**src/rtl/uart_bus_responder.sv**
```systemverilog
// uart_bus_responder
//   UART responder on the core's shared program/data bus. A write to DATA
//   pushes a byte into a small TX FIFO drained by a serializer. A read of DATA
//   pops the one-byte RX holding register. STATUS reports FIFO/RX state and
//   holds the sticky error flags (write-1-to-clear). BAUD holds the divisor;
//   one bit period is BAUD+1 clocks.
//
// Ports
//   clk      core clock
//   rst      synchronous active-high reset
//   addr     byte address inside this peripheral's window
//   wr       write strobe (a write needs wr=1 and rd=1)
//   rd       chip select / read enable
//   bus_in   write data
//   bus_out  registered read data, zero when no read was issued
//   uart_tx  serial output, idle high
//   uart_rx  serial input, asynchronous to clk
module uart_bus_responder #(
    parameter int unsigned BUS_ADDR_DATA_LEN  = 13,
    parameter int unsigned DATA_ADDR          = 'h00,
    parameter int unsigned STATUS_ADDR        = 'h04,
    parameter int unsigned BAUD_ADDR          = 'h08,
    parameter int unsigned TX_FIFO_DEPTH_LOG2 = 2,
    parameter logic [15:0] BAUD_DIV_RESET     = 16'd433
) (
    input  logic                         clk,
    input  logic                         rst,
    input  logic [BUS_ADDR_DATA_LEN-1:0] addr,
    input  logic                         wr,
    input  logic                         rd,
    input  logic [31:0]                  bus_in,
    output logic [31:0]                  bus_out,
    output logic                         uart_tx,
    input  logic                         uart_rx
);

    localparam int unsigned DEPTH = 1 << TX_FIFO_DEPTH_LOG2;
    localparam int unsigned CW    = TX_FIFO_DEPTH_LOG2 + 1;
    localparam int unsigned PW    = TX_FIFO_DEPTH_LOG2;

    typedef enum logic [1:0] {S_IDLE, S_START, S_DATA, S_STOP} uart_state_t;

    // ---------------- bus decode ----------------
    logic wr_en, rd_en, sel_data, sel_status, sel_baud;
    assign wr_en      = wr & rd;
    assign rd_en      = rd & ~wr;
    assign sel_data   = (addr == BUS_ADDR_DATA_LEN'(DATA_ADDR));
    assign sel_status = (addr == BUS_ADDR_DATA_LEN'(STATUS_ADDR));
    assign sel_baud   = (addr == BUS_ADDR_DATA_LEN'(BAUD_ADDR));

    logic clr_status;
    assign clr_status = wr_en & sel_status;

    logic unused_bus_hi;
    assign unused_bus_hi = ^bus_in[31:16];

    logic [15:0] baud;
    always_ff @(posedge clk) begin
        if (rst)                   baud <= BAUD_DIV_RESET;
        else if (wr_en & sel_baud) baud <= bus_in[15:0];
    end

    // ---------------- TX FIFO ----------------
    logic [7:0]    fifo_mem [DEPTH];
    logic [PW-1:0] wr_ptr, rd_ptr;
    logic [CW-1:0] fifo_cnt;
    logic          fifo_full, fifo_empty, tx_pop, push_req, push_ok, tx_ovf;
    uart_state_t   tx_state;
    logic [15:0]   tx_cnt;

    assign fifo_full  = (fifo_cnt == CW'(DEPTH));
    assign fifo_empty = (fifo_cnt == '0);
    // The serializer pops from IDLE, or at the end of STOP to chain frames.
    assign tx_pop     = ~fifo_empty &
                        ((tx_state == S_IDLE) | ((tx_state == S_STOP) & (tx_cnt == 16'd0)));
    assign push_req   = wr_en & sel_data;
    // A simultaneous pop frees the slot, so a push into a full FIFO still lands.
    assign push_ok    = push_req & (~fifo_full | tx_pop);

    always_ff @(posedge clk) begin
        if (push_ok) fifo_mem[wr_ptr] <= bus_in[7:0];
    end

    always_ff @(posedge clk) begin
        if (rst) begin
            wr_ptr   <= '0;
            rd_ptr   <= '0;
            fifo_cnt <= '0;
            tx_ovf   <= 1'b0;
        end else begin
            if (push_ok) wr_ptr <= wr_ptr + 1'b1;
            if (tx_pop)  rd_ptr <= rd_ptr + 1'b1;
            case ({push_ok, tx_pop})
                2'b10:   fifo_cnt <= fifo_cnt + 1'b1;
                2'b01:   fifo_cnt <= fifo_cnt - 1'b1;
                default: fifo_cnt <= fifo_cnt;
            endcase
            if (clr_status & bus_in[6]) tx_ovf <= 1'b0;
            if (push_req & ~push_ok)    tx_ovf <= 1'b1;
        end
    end

    // ---------------- TX serializer ----------------
    logic [7:0] tx_shift;
    logic [2:0] tx_bit;

    always_ff @(posedge clk) begin
        if (rst) begin
            tx_state <= S_IDLE;
            tx_cnt   <= 16'd0;
            tx_bit   <= 3'd0;
            tx_shift <= 8'd0;
            uart_tx  <= 1'b1;
        end else begin
            case (tx_state)
                S_IDLE: if (tx_pop) begin
                    tx_shift <= fifo_mem[rd_ptr];
                    tx_cnt   <= baud;
                    uart_tx  <= 1'b0;
                    tx_state <= S_START;
                end
                S_START: if (tx_cnt == 16'd0) begin
                    uart_tx  <= tx_shift[0];
                    tx_shift <= tx_shift >> 1;
                    tx_bit   <= 3'd0;
                    tx_cnt   <= baud;
                    tx_state <= S_DATA;
                end else tx_cnt <= tx_cnt - 16'd1;
                S_DATA: if (tx_cnt == 16'd0) begin
                    tx_cnt <= baud;
                    if (tx_bit == 3'd7) begin
                        uart_tx  <= 1'b1;
                        tx_state <= S_STOP;
                    end else begin
                        uart_tx  <= tx_shift[0];
                        tx_shift <= tx_shift >> 1;
                        tx_bit   <= tx_bit + 3'd1;
                    end
                end else tx_cnt <= tx_cnt - 16'd1;
                S_STOP: if (tx_cnt == 16'd0) begin
                    if (tx_pop) begin
                        tx_shift <= fifo_mem[rd_ptr];
                        tx_cnt   <= baud;
                        uart_tx  <= 1'b0;
                        tx_state <= S_START;
                    end else tx_state <= S_IDLE;
                end else tx_cnt <= tx_cnt - 16'd1;
                default: tx_state <= S_IDLE;
            endcase
        end
    end

    // ---------------- RX deserializer ----------------
    uart_state_t rx_state;
    logic [1:0]  rx_sync;
    logic        rx_prev, rx_line, rx_pop, rx_valid, rx_ovf, frame_err;
    logic [15:0] rx_cnt;
    logic [2:0]  rx_bit;
    logic [7:0]  rx_shift, rx_data;

    assign rx_line = rx_sync[1];
    assign rx_pop  = rd_en & sel_data;

    always_ff @(posedge clk) begin
        if (rst) begin
            rx_sync   <= 2'b11;
            rx_prev   <= 1'b1;
            rx_state  <= S_IDLE;
            rx_cnt    <= 16'd0;
            rx_bit    <= 3'd0;
            rx_shift  <= 8'd0;
            rx_data   <= 8'd0;
            rx_valid  <= 1'b0;
            rx_ovf    <= 1'b0;
            frame_err <= 1'b0;
        end else begin
            rx_sync <= {rx_sync[0], uart_rx};
            rx_prev <= rx_line;
            // Clears first; a byte completing this cycle overrides below.
            if (rx_pop)                 rx_valid  <= 1'b0;
            if (clr_status & bus_in[4]) rx_ovf    <= 1'b0;
            if (clr_status & bus_in[5]) frame_err <= 1'b0;
            case (rx_state)
                S_IDLE: if (rx_prev & ~rx_line) begin
                    rx_cnt   <= {1'b0, baud[15:1]};  // land on mid start bit
                    rx_state <= S_START;
                end
                S_START: if (rx_cnt == 16'd0) begin
                    if (rx_line) rx_state <= S_IDLE;  // glitch
                    else begin
                        rx_cnt   <= baud;
                        rx_bit   <= 3'd0;
                        rx_state <= S_DATA;
                    end
                end else rx_cnt <= rx_cnt - 16'd1;
                S_DATA: if (rx_cnt == 16'd0) begin
                    rx_shift <= {rx_line, rx_shift[7:1]};
                    rx_cnt   <= baud;
                    if (rx_bit == 3'd7) rx_state <= S_STOP;
                    else                rx_bit   <= rx_bit + 3'd1;
                end else rx_cnt <= rx_cnt - 16'd1;
                S_STOP: if (rx_cnt == 16'd0) begin
                    rx_state <= S_IDLE;
                    if (rx_line) begin
                        rx_data  <= rx_shift;
                        rx_valid <= 1'b1;
                        if (rx_valid & ~rx_pop) rx_ovf <= 1'b1;
                    end else frame_err <= 1'b1;
                end else rx_cnt <= rx_cnt - 16'd1;
                default: rx_state <= S_IDLE;
            endcase
        end
    end

    // ---------------- read mux ----------------
    logic        tx_busy;
    logic [31:0] rdata;
    assign tx_busy = (tx_state != S_IDLE) | ~fifo_empty;

    always_comb begin
        rdata = 32'd0;
        if (sel_data)        rdata = {24'd0, rx_data};
        else if (sel_status) rdata = {25'd0, tx_ovf, frame_err, rx_ovf, tx_busy,
                                      fifo_empty, fifo_full, rx_valid};
        else if (sel_baud)   rdata = {16'd0, baud};
    end

    always_ff @(posedge clk) begin
        if (rst) bus_out <= 32'd0;
        else     bus_out <= rd_en ? rdata : 32'd0;
    end

endmodule

```
**config.mk**
```make
export PLATFORM = sky130hd
export DESIGN_NAME = uart_bus_responder
export DESIGN_NICKNAME = d
export VERILOG_FILES = /design/src/rtl/uart_bus_responder.sv
export SDC_FILE = /design/constraint.sdc
export NUM_CORES = 1
export LEC_CHECK = 0
export CAP_MARGIN = 10
export CORE_MARGIN = 4
export CORE_UTILIZATION = 35
export CTS_BUF_LIST = sky130_fd_sc_hd__clkbuf_4
export DETAILED_ROUTE_END_ITERATION = 10
export MAX_ROUTING_LAYER = met4
export SLEW_MARGIN = 5
export SYNTH_ARGS = -nofsm -noshare
export SYNTH_HDL_FRONTEND = slang
export SYNTH_SLANG_ARGS = --single-unit
```
**constraint.sdc**
```tcl
create_clock -name clk -period 3.32 [get_ports clk]
set_input_delay 0.664 -clock clk [delete_from_list [all_inputs] [get_ports clk]]
set_output_delay 0.664 -clock clk [all_outputs]
set_load 0.1 [all_outputs]
```
==> flow_summary.json, run 1 <==
{
  "outcome": "completed",
  "signed_area_change_from_the_synthesized_netlist_to_the_final_layout_pct": 13.0,
  "placement_rows": 52,
  "grt_first_pass_wirelength_um": 29900,
  "skew_pair_late_insertion_delay_ps": 560,
  "timing.final.crit_share_pct": 86.6,
  "dieHeight_um": 153,
  "core_region_area_um2": 20500,
  "post_synth_edffs": 32,
  "mappedNetlistArea_um2": 7400,
  "tns_ps": 0,
  "power_leakage_uw": 0.00300,
  "cts_sinks": 147,
  "power.density_nw_per_um2": 728,
  "yosys_register_bits": 147,
  "worst_pin_slew_ps": 1040,
  "initial_core_util_pct": 36.1,
  "buffer_ports.inserted": 50,
  "required_worst_endpoint_ps": 3780,
  "rr_worst_depth": 8,
  "yosys.cell_types.count": 79,
  "fin_ws_ps": 447,
  "yosys-top-cells-count": "115 x sky130_fd_sc_hd__dfxtp_1, 85 x sky130_fd_sc_hd__nand2_1, 76 x sky130_fd_sc_hd__nor2_1, 59 x sky130_fd_sc_hd__a21oi_1, 37 x sky130_fd_sc_hd__mux2i_1",
  "finalHoldViolations": 0,
  "root_buffer": "sky130_fd_sc_hd__clkbuf_4",
  "avgRoutedWirePerCell_um": 16.9,
  "cts.repair_timing.setup_buffer_count": 0,
  "crit_arrival_ps": 3330,
  "synthesis.instances": 787,
  "gr-usage-all-layers_pct": 16.2,
  "timing_worst_setup_path_type": "reg2reg",
  "worst_setup_path_end_kind": "register",
  "post_synth.cell_area_avg_um2": 9.41,
  "worst_slew_margin_relative_to_its_limit_pct": 30.6,
  "antenna_found_initial": 1,
  "dp_hpwl_um": 13300,
  "synthFlopType": "sky130_fd_sc_hd__dfxtp_1",
  "timing.critical_path.fanout_max": 12,
  "cts_hold_repair.buffers": 0,
  "multiInputGateArea_um2": 3780,
  "fraction_of_final_layout_cells_with_drive_strength_greater_than_1_pct": 11.6,
  "ys.warnings.count": 0,
  "worst_hold_path_type": "reg2reg",
  "seqCellArea_um2": 3260,
  "antenna_left": 0,
  "first_global_vias": 5461,
  "rsz_0062_raised_after_global_routing": "no",
  "critical_path_start_type": "register",
  "post_drt_via_cell_ratio": 5.30,
  "cts-root-to-sink-buffers": 2,
  "post-route-drc-count": 0,
  "synth_top_area_cell": "sky130_fd_sc_hd__dfxtp_1",
  "floorplan.die_area_um2": 23500,
  "timing.hold.ws_ps": 421,
  "num-fill-cells": 2115,
  "vdd_ir_drop_max_uv": 285,
  "drt-total-wl_um": 18900,
  "drv.max_cap_violation_count": 0,
  "post_cts_resize_count": 0,
  "io_pins": 83,
  "area_share_of_the_largest_cell_type_after_synthesis_pct": 31.1,
  "post-route-min-period_ps": 2870,
  "report.final.setup_viol": 0,
  "die-width_um": 153,
  "global_route.overflow_total": 0,
  "globalplace.congestion": 0.872,
  "synth.most_common_cell": "sky130_fd_sc_hd__dfxtp_1",
  "cts.clk_slew.worst_paths_ps": 120,
  "synthArstFlopShare_pct": 0,
  "final_nets": 902,
  "place_ws_ps": 380,
  "seq_area_frac_synth_pct": 44.1,
  "synth_area_leaders": "sky130_fd_sc_hd__dfxtp_1 31%, sky130_fd_sc_hd__edfxtp_1 13%, sky130_fd_sc_hd__mux2i_1 5.0%",
  "detailedRoute.firstIterationViolations": 496,
  "finalMaxSlewViolations": 0,
  "dr_total_vias": 5903,
  "cts_max_level": 4,
  "worst_clock_skew_ps": 19.7,
  "cts_buffers": 17,
  "holdPathStages": 1,
  "grt_start_max_net_pins": 67,
  "drt-pass1-iter-count": 7,
  "max_freq_mhz": 348,
  "cts_tree": "yes"
}
==> registers in the layout, indices dropped and copies added (netlist names), 2 cells and up, named ones only <==
| name | count |
|---|---|
| fifo_mem | 32 |
| baud | 16 |
| bus_out | 16 |
| rx_cnt | 16 |
| tx_cnt | 16 |
| rx_data | 8 |
| rx_shift | 8 |
| tx_shift | 8 |
| fifo_cnt | 3 |
| rx_bit | 3 |
| tx_bit | 3 |
| rd_ptr | 2 |
| rx_sync | 2 |
| tx_state | 2 |
| wr_ptr | 2 |
==> per-layer routing <==
layer	track usage (%)	up-vias	part of all wire, %
met5	-	-	0
met4	4.21	0	1.4
met3	3.82	21	4.6
met2	25.5	134	48
met1	21.2	2826	46
li1	-	2922	-
==> final timing paths <==
| check | from | slack (ps) | to |
|---|---|---|---|
| worst min-delay path | rx_sync[0] | 420 | rx_sync[1] |
| worst min register to register | rx_sync[0] | 420 | rx_sync[1] |
| worst max register to register | tx_cnt[0] | 450 | tx_cnt[0] |
| worst max-delay path | tx_cnt[0] | 450 | tx_cnt[0] |
==> through the flow <==
stage | power (µW) | std cells | utilization, % | cell area [µm²]
4_1_cts | 6090 | 1113 | 40.8 | 8360
6_report | 6090 | 1114 | 40.8 | 8360
5_1_grt | 6490 | 1114 | 40.8 | 8360
3_3_place_gp | 4900 | 1081 | 39.4 | 8070
3_5_place_dp | 4920 | 1081 | 39.4 | 8070
2_1_floorplan | 4380 | 802 | - | 7460
==> area by class of cell <==
| class | count | area share, % |
|---|---|---|
| Sequential cell | 147 | 39.0 |
| Clock inverter | 12 | 1.68 |
| Multi-Input combinational cell | 568 | 45.2 |
| Tap cell | 270 | 4.04 |
| Timing Repair Buffer | 68 | 7.03 |
| Inverter | 28 | 1.26 |
| Clock buffer | 20 | 1.80 |
| Antenna cell | 1 | 0.0299 |
==> critical path: stages, from the launching register on <==
cell	delay (ps)
sky130_fd_sc_hd__dfxtp_1	370
sky130_fd_sc_hd__inv_1	130
sky130_fd_sc_hd__ha_1	160
sky130_fd_sc_hd__or4b_1	550
sky130_fd_sc_hd__or4_1	770
sky130_fd_sc_hd__buf_4	280
sky130_fd_sc_hd__nand2_1	180
sky130_fd_sc_hd__nor2_1	70
sky130_fd_sc_hd__a211o_1	260
==> cell families after synthesis <==
logic type      synth area share, %
flops                          44.1
compound gates                 17.0
mux                            8.04
simple gates                   18.1
buf+inv                        5.68
xor+xnor                       3.19
other cells                  0.0507
fa+ha+maj                      3.82
==> layout by cell type, fill, tap and decap left out, types with 6 or more instances in the layout <==
cell | synthesis | final
sky130_fd_sc_hd__or3_1 | 6 | 6
sky130_fd_sc_hd__buf_4 | 18 | 35
sky130_fd_sc_hd__a222oi_1 | 6 | 6
sky130_fd_sc_hd__nand3_1 | 19 | 19
sky130_fd_sc_hd__and2_1 | 12 | 12
sky130_fd_sc_hd__inv_1 | 27 | 27
sky130_fd_sc_hd__conb_1 | 1 | 16
sky130_fd_sc_hd__mux4_2 | 8 | 8
sky130_fd_sc_hd__edfxtp_1 | 32 | 32
sky130_fd_sc_hd__clkbuf_4 | 0 | 20
sky130_fd_sc_hd__dfxtp_1 | 115 | 115
sky130_fd_sc_hd__o21ai_0 | 23 | 23
sky130_fd_sc_hd__mux2i_1 | 37 | 37
sky130_fd_sc_hd__nor2_1 | 76 | 76
sky130_fd_sc_hd__a211oi_1 | 7 | 7
sky130_fd_sc_hd__a22oi_1 | 6 | 6
sky130_fd_sc_hd__a31oi_1 | 17 | 17
sky130_fd_sc_hd__nor2b_1 | 6 | 6
sky130_fd_sc_hd__clkinv_2 | 0 | 6
sky130_fd_sc_hd__or4_1 | 7 | 7
sky130_fd_sc_hd__ha_1 | 21 | 21
sky130_fd_sc_hd__nor4_1 | 6 | 6
sky130_fd_sc_hd__o221ai_1 | 6 | 6
sky130_fd_sc_hd__nor3_1 | 17 | 17
sky130_fd_sc_hd__a21oi_1 | 59 | 59
sky130_fd_sc_hd__xor2_1 | 12 | 12
sky130_fd_sc_hd__xnor2_1 | 15 | 15
sky130_fd_sc_hd__clkdlybuf4s50_1 | 0 | 32
sky130_fd_sc_hd__nand2_1 | 85 | 85
==> where the power goes <==
part | switching [µW] | internal [µW] | total, µW
Clock | 633 | 538 | 1170
Combinational | 1670 | 1100 | 2770
Sequential | 176 | 1980 | 2150
No activity file was read; power rests on OpenSTA's default activity.
==> run 2, diff against run 1 <==
- CAP_MARGIN: 10 -> unset
- clock period: 3.32 -> 3.2 ns (I/O delays scaled with it)
==> flow_summary.json, run 2 (synthesis gave the netlist of run 1 again) <==
{
  "crit_arrival_ps": 3380,
  "max_freq_mhz": 342,
  "internal_power_uw": 3720,
  "dr_total_vias": 5904,
  "global_route.overflow_total": 0,
  "signed_area_change_from_the_synthesized_netlist_to_the_final_layout_pct": 13.0,
  "grt_start_max_net_pins": 58,
  "root_buffer": "sky130_fd_sc_hd__clkbuf_4",
  "detailedRoute.firstIterationViolations": 527,
  "largest_register": "fifo_mem",
  "cts.repair_timing.setup_buffer_count": 0,
  "cts_sinks": 147,
  "outcome": "completed",
  "report.final.setup_viol": 0,
  "globalplace.congestion": 0.897,
  "cts-root-to-sink-buffers": 2,
  "net_sw_share_pct": 40.7,
  "critPathMaxStageDelay_ps": 550,
  "skew_pair_late_insertion_delay_ps": 560,
  "critical_path_start_type": "register",
  "cts_hold_repair.buffers": 0,
  "finalMaxSlewViolations": 0,
  "finalHoldViolations": 0,
  "timing.final.crit_share_pct": 91.3,
  "drv.max_cap_violation_count": 0,
  "worst_clock_skew_ps": 23.9,
  "worst_hold_path_type": "reg2reg",
  "p_sw_uw": 2550,
  "power.share.clock_pct": 19.0,
  "first_global_vias": 5624,
  "required_worst_endpoint_ps": 3650,
  "seqCellArea_um2": 3260,
  "dieHeight_um": 153,
  "avgRoutedWirePerCell_um": 16.9,
  "place_ws_ps": 250,
  "antenna_found_initial": 1,
  "fin_ws_ps": 278,
  "rsz_0062_raised_after_global_routing": "no",
  "post_cts_resize_count": 0,
  "crit_slowest_cell": "sky130_fd_sc_hd__or4b_1",
  "drt-total-wl_um": 18800,
  "worst_pin_slew_ps": 1070,
  "power.density_nw_per_um2": 750,
  "post_drt_via_cell_ratio": 5.29,
  "core_region_area_um2": 20500,
  "die-width_um": 153,
  "io_pins": 83,
  "num-fill-cells": 2072,
  "grt_first_pass_wirelength_um": 30000,
  "post-route-drc-count": 0,
  "post-route-min-period_ps": 2920,
  "fraction_of_final_layout_cells_with_drive_strength_greater_than_1_pct": 11.4,
  "tns_ps": 0,
  "gr-usage-all-layers_pct": 16.3,
  "timing_worst_setup_path_type": "reg2reg",
  "floorplan.die_area_um2": 23500,
  "total_power_uw": 6280,
  "multiInputGateArea_um2": 3780,
  "cts_buffers": 17,
  "cts.clk_slew.worst_paths_ps": 130,
  "dp_hpwl_um": 13400,
  "buffer_ports.inserted": 50,
  "comb_power_share_pct": 45.4,
  "final_nets": 904,
  "worst_slew_margin_relative_to_its_limit_pct": 28.3,
  "sequential_cell_fraction_of_total_power_pct": 35.6,
  "drt-pass1-iter-count": 5,
  "cts_tree": "yes",
  "cts_max_level": 4,
  "vdd_ir_drop_max_uv": 221,
  "power_leakage_uw": 0.00300,
  "timing.critical_path.fanout_max": 5,
  "layout.cells.most_common_list": "115 x sky130_fd_sc_hd__dfxtp_1, 85 x sky130_fd_sc_hd__nand2_1, 76 x sky130_fd_sc_hd__nor2_1, 59 x sky130_fd_sc_hd__a21oi_1",
  "largest_register_ff_count": 32,
  "antenna_left": 0,
  "placement_rows": 52,
  "mostFrequentLayoutCell": "sky130_fd_sc_hd__dfxtp_1",
  "critical_path.cell_chain": "inv_1, ha_1, or4b_1, nor4_4, o21ba_2, nand2_1, fa_1, nor3b_1, a31oi_1, mux2_2",
  "initial_core_util_pct": 36.1,
  "worst_setup_path_end_kind": "register"
}
==> run 2: worst max-delay path: cells and delay by family, from the launching register on <==
| kind | cells | cell delay [ps] |
|---|---|---|
| AOI/OAI and AO/OA | 2 | 270 |
| adders and majority gates | 2 | 540 |
| buffers and inverters | 1 | 140 |
| DFF | 1 | 370 |
| muxes | 1 | 290 |
| and+or+nand+nor | 4 | 1190 |
==> run 2: path summary, 6_finish.rpt <==
| check | start | end | slack [ps] | depth (start not counted) |
|---|---|---|---|---|
| worst max-delay path | tx_cnt[0] | fifo_cnt[2] | 280 | 10 |
| worst max register to register | tx_cnt[0] | fifo_cnt[2] | 280 | 10 |
| worst min register to register | rx_sync[0] | rx_sync[1] | 420 | 1 |
| worst min-delay path | rx_sync[0] | rx_sync[1] | 420 | 1 |
==> run 2: cell type report <==
class / instances / share of cell area, %
multi-input cells: 568 / 45.1
flip-flops and latches: 147 / 39.0
repair buffers: 70 / 7.21
well taps: 270 / 4.04
clock inverters: 14 / 1.73
clock buffers: 18 / 1.61
inverters: 28 / 1.26
diodes: 1 / 0.0299
==> run 2: power by group through the flow <==
stage	Combinational (µW)	Sequential, µW	Clock (µW)
floorplan	2310	2240	0
global placement	2800	2270	0
detailed placement	2820	2280	0
CTS	2830	2230	1220
global route	3150	2260	1300
finish	2850	2240	1190
==> run 2: metal layers <==
layer / vias to the layer above / wire, µm / GRT usage (%)
met5: - / 0 / -
met4: 0 / 426 / 5.97
met3: 39 / 933 / 4.04
met2: 167 / 8820 / 25.0
met1: 2776 / 8650 / 21.0
li1: 2922 / - / -
==> run 2: through the flow <==
stage	cells	util (%)	instance area, µm²	hold WS [ps]
floorplan	802	-	7460	389
global placement	1083	39.5	8090	395
detailed placement	1083	39.5	8090	398
CTS	1115	40.8	8370	428
global route	1116	40.8	8370	438
finish	1116	40.8	8370	422
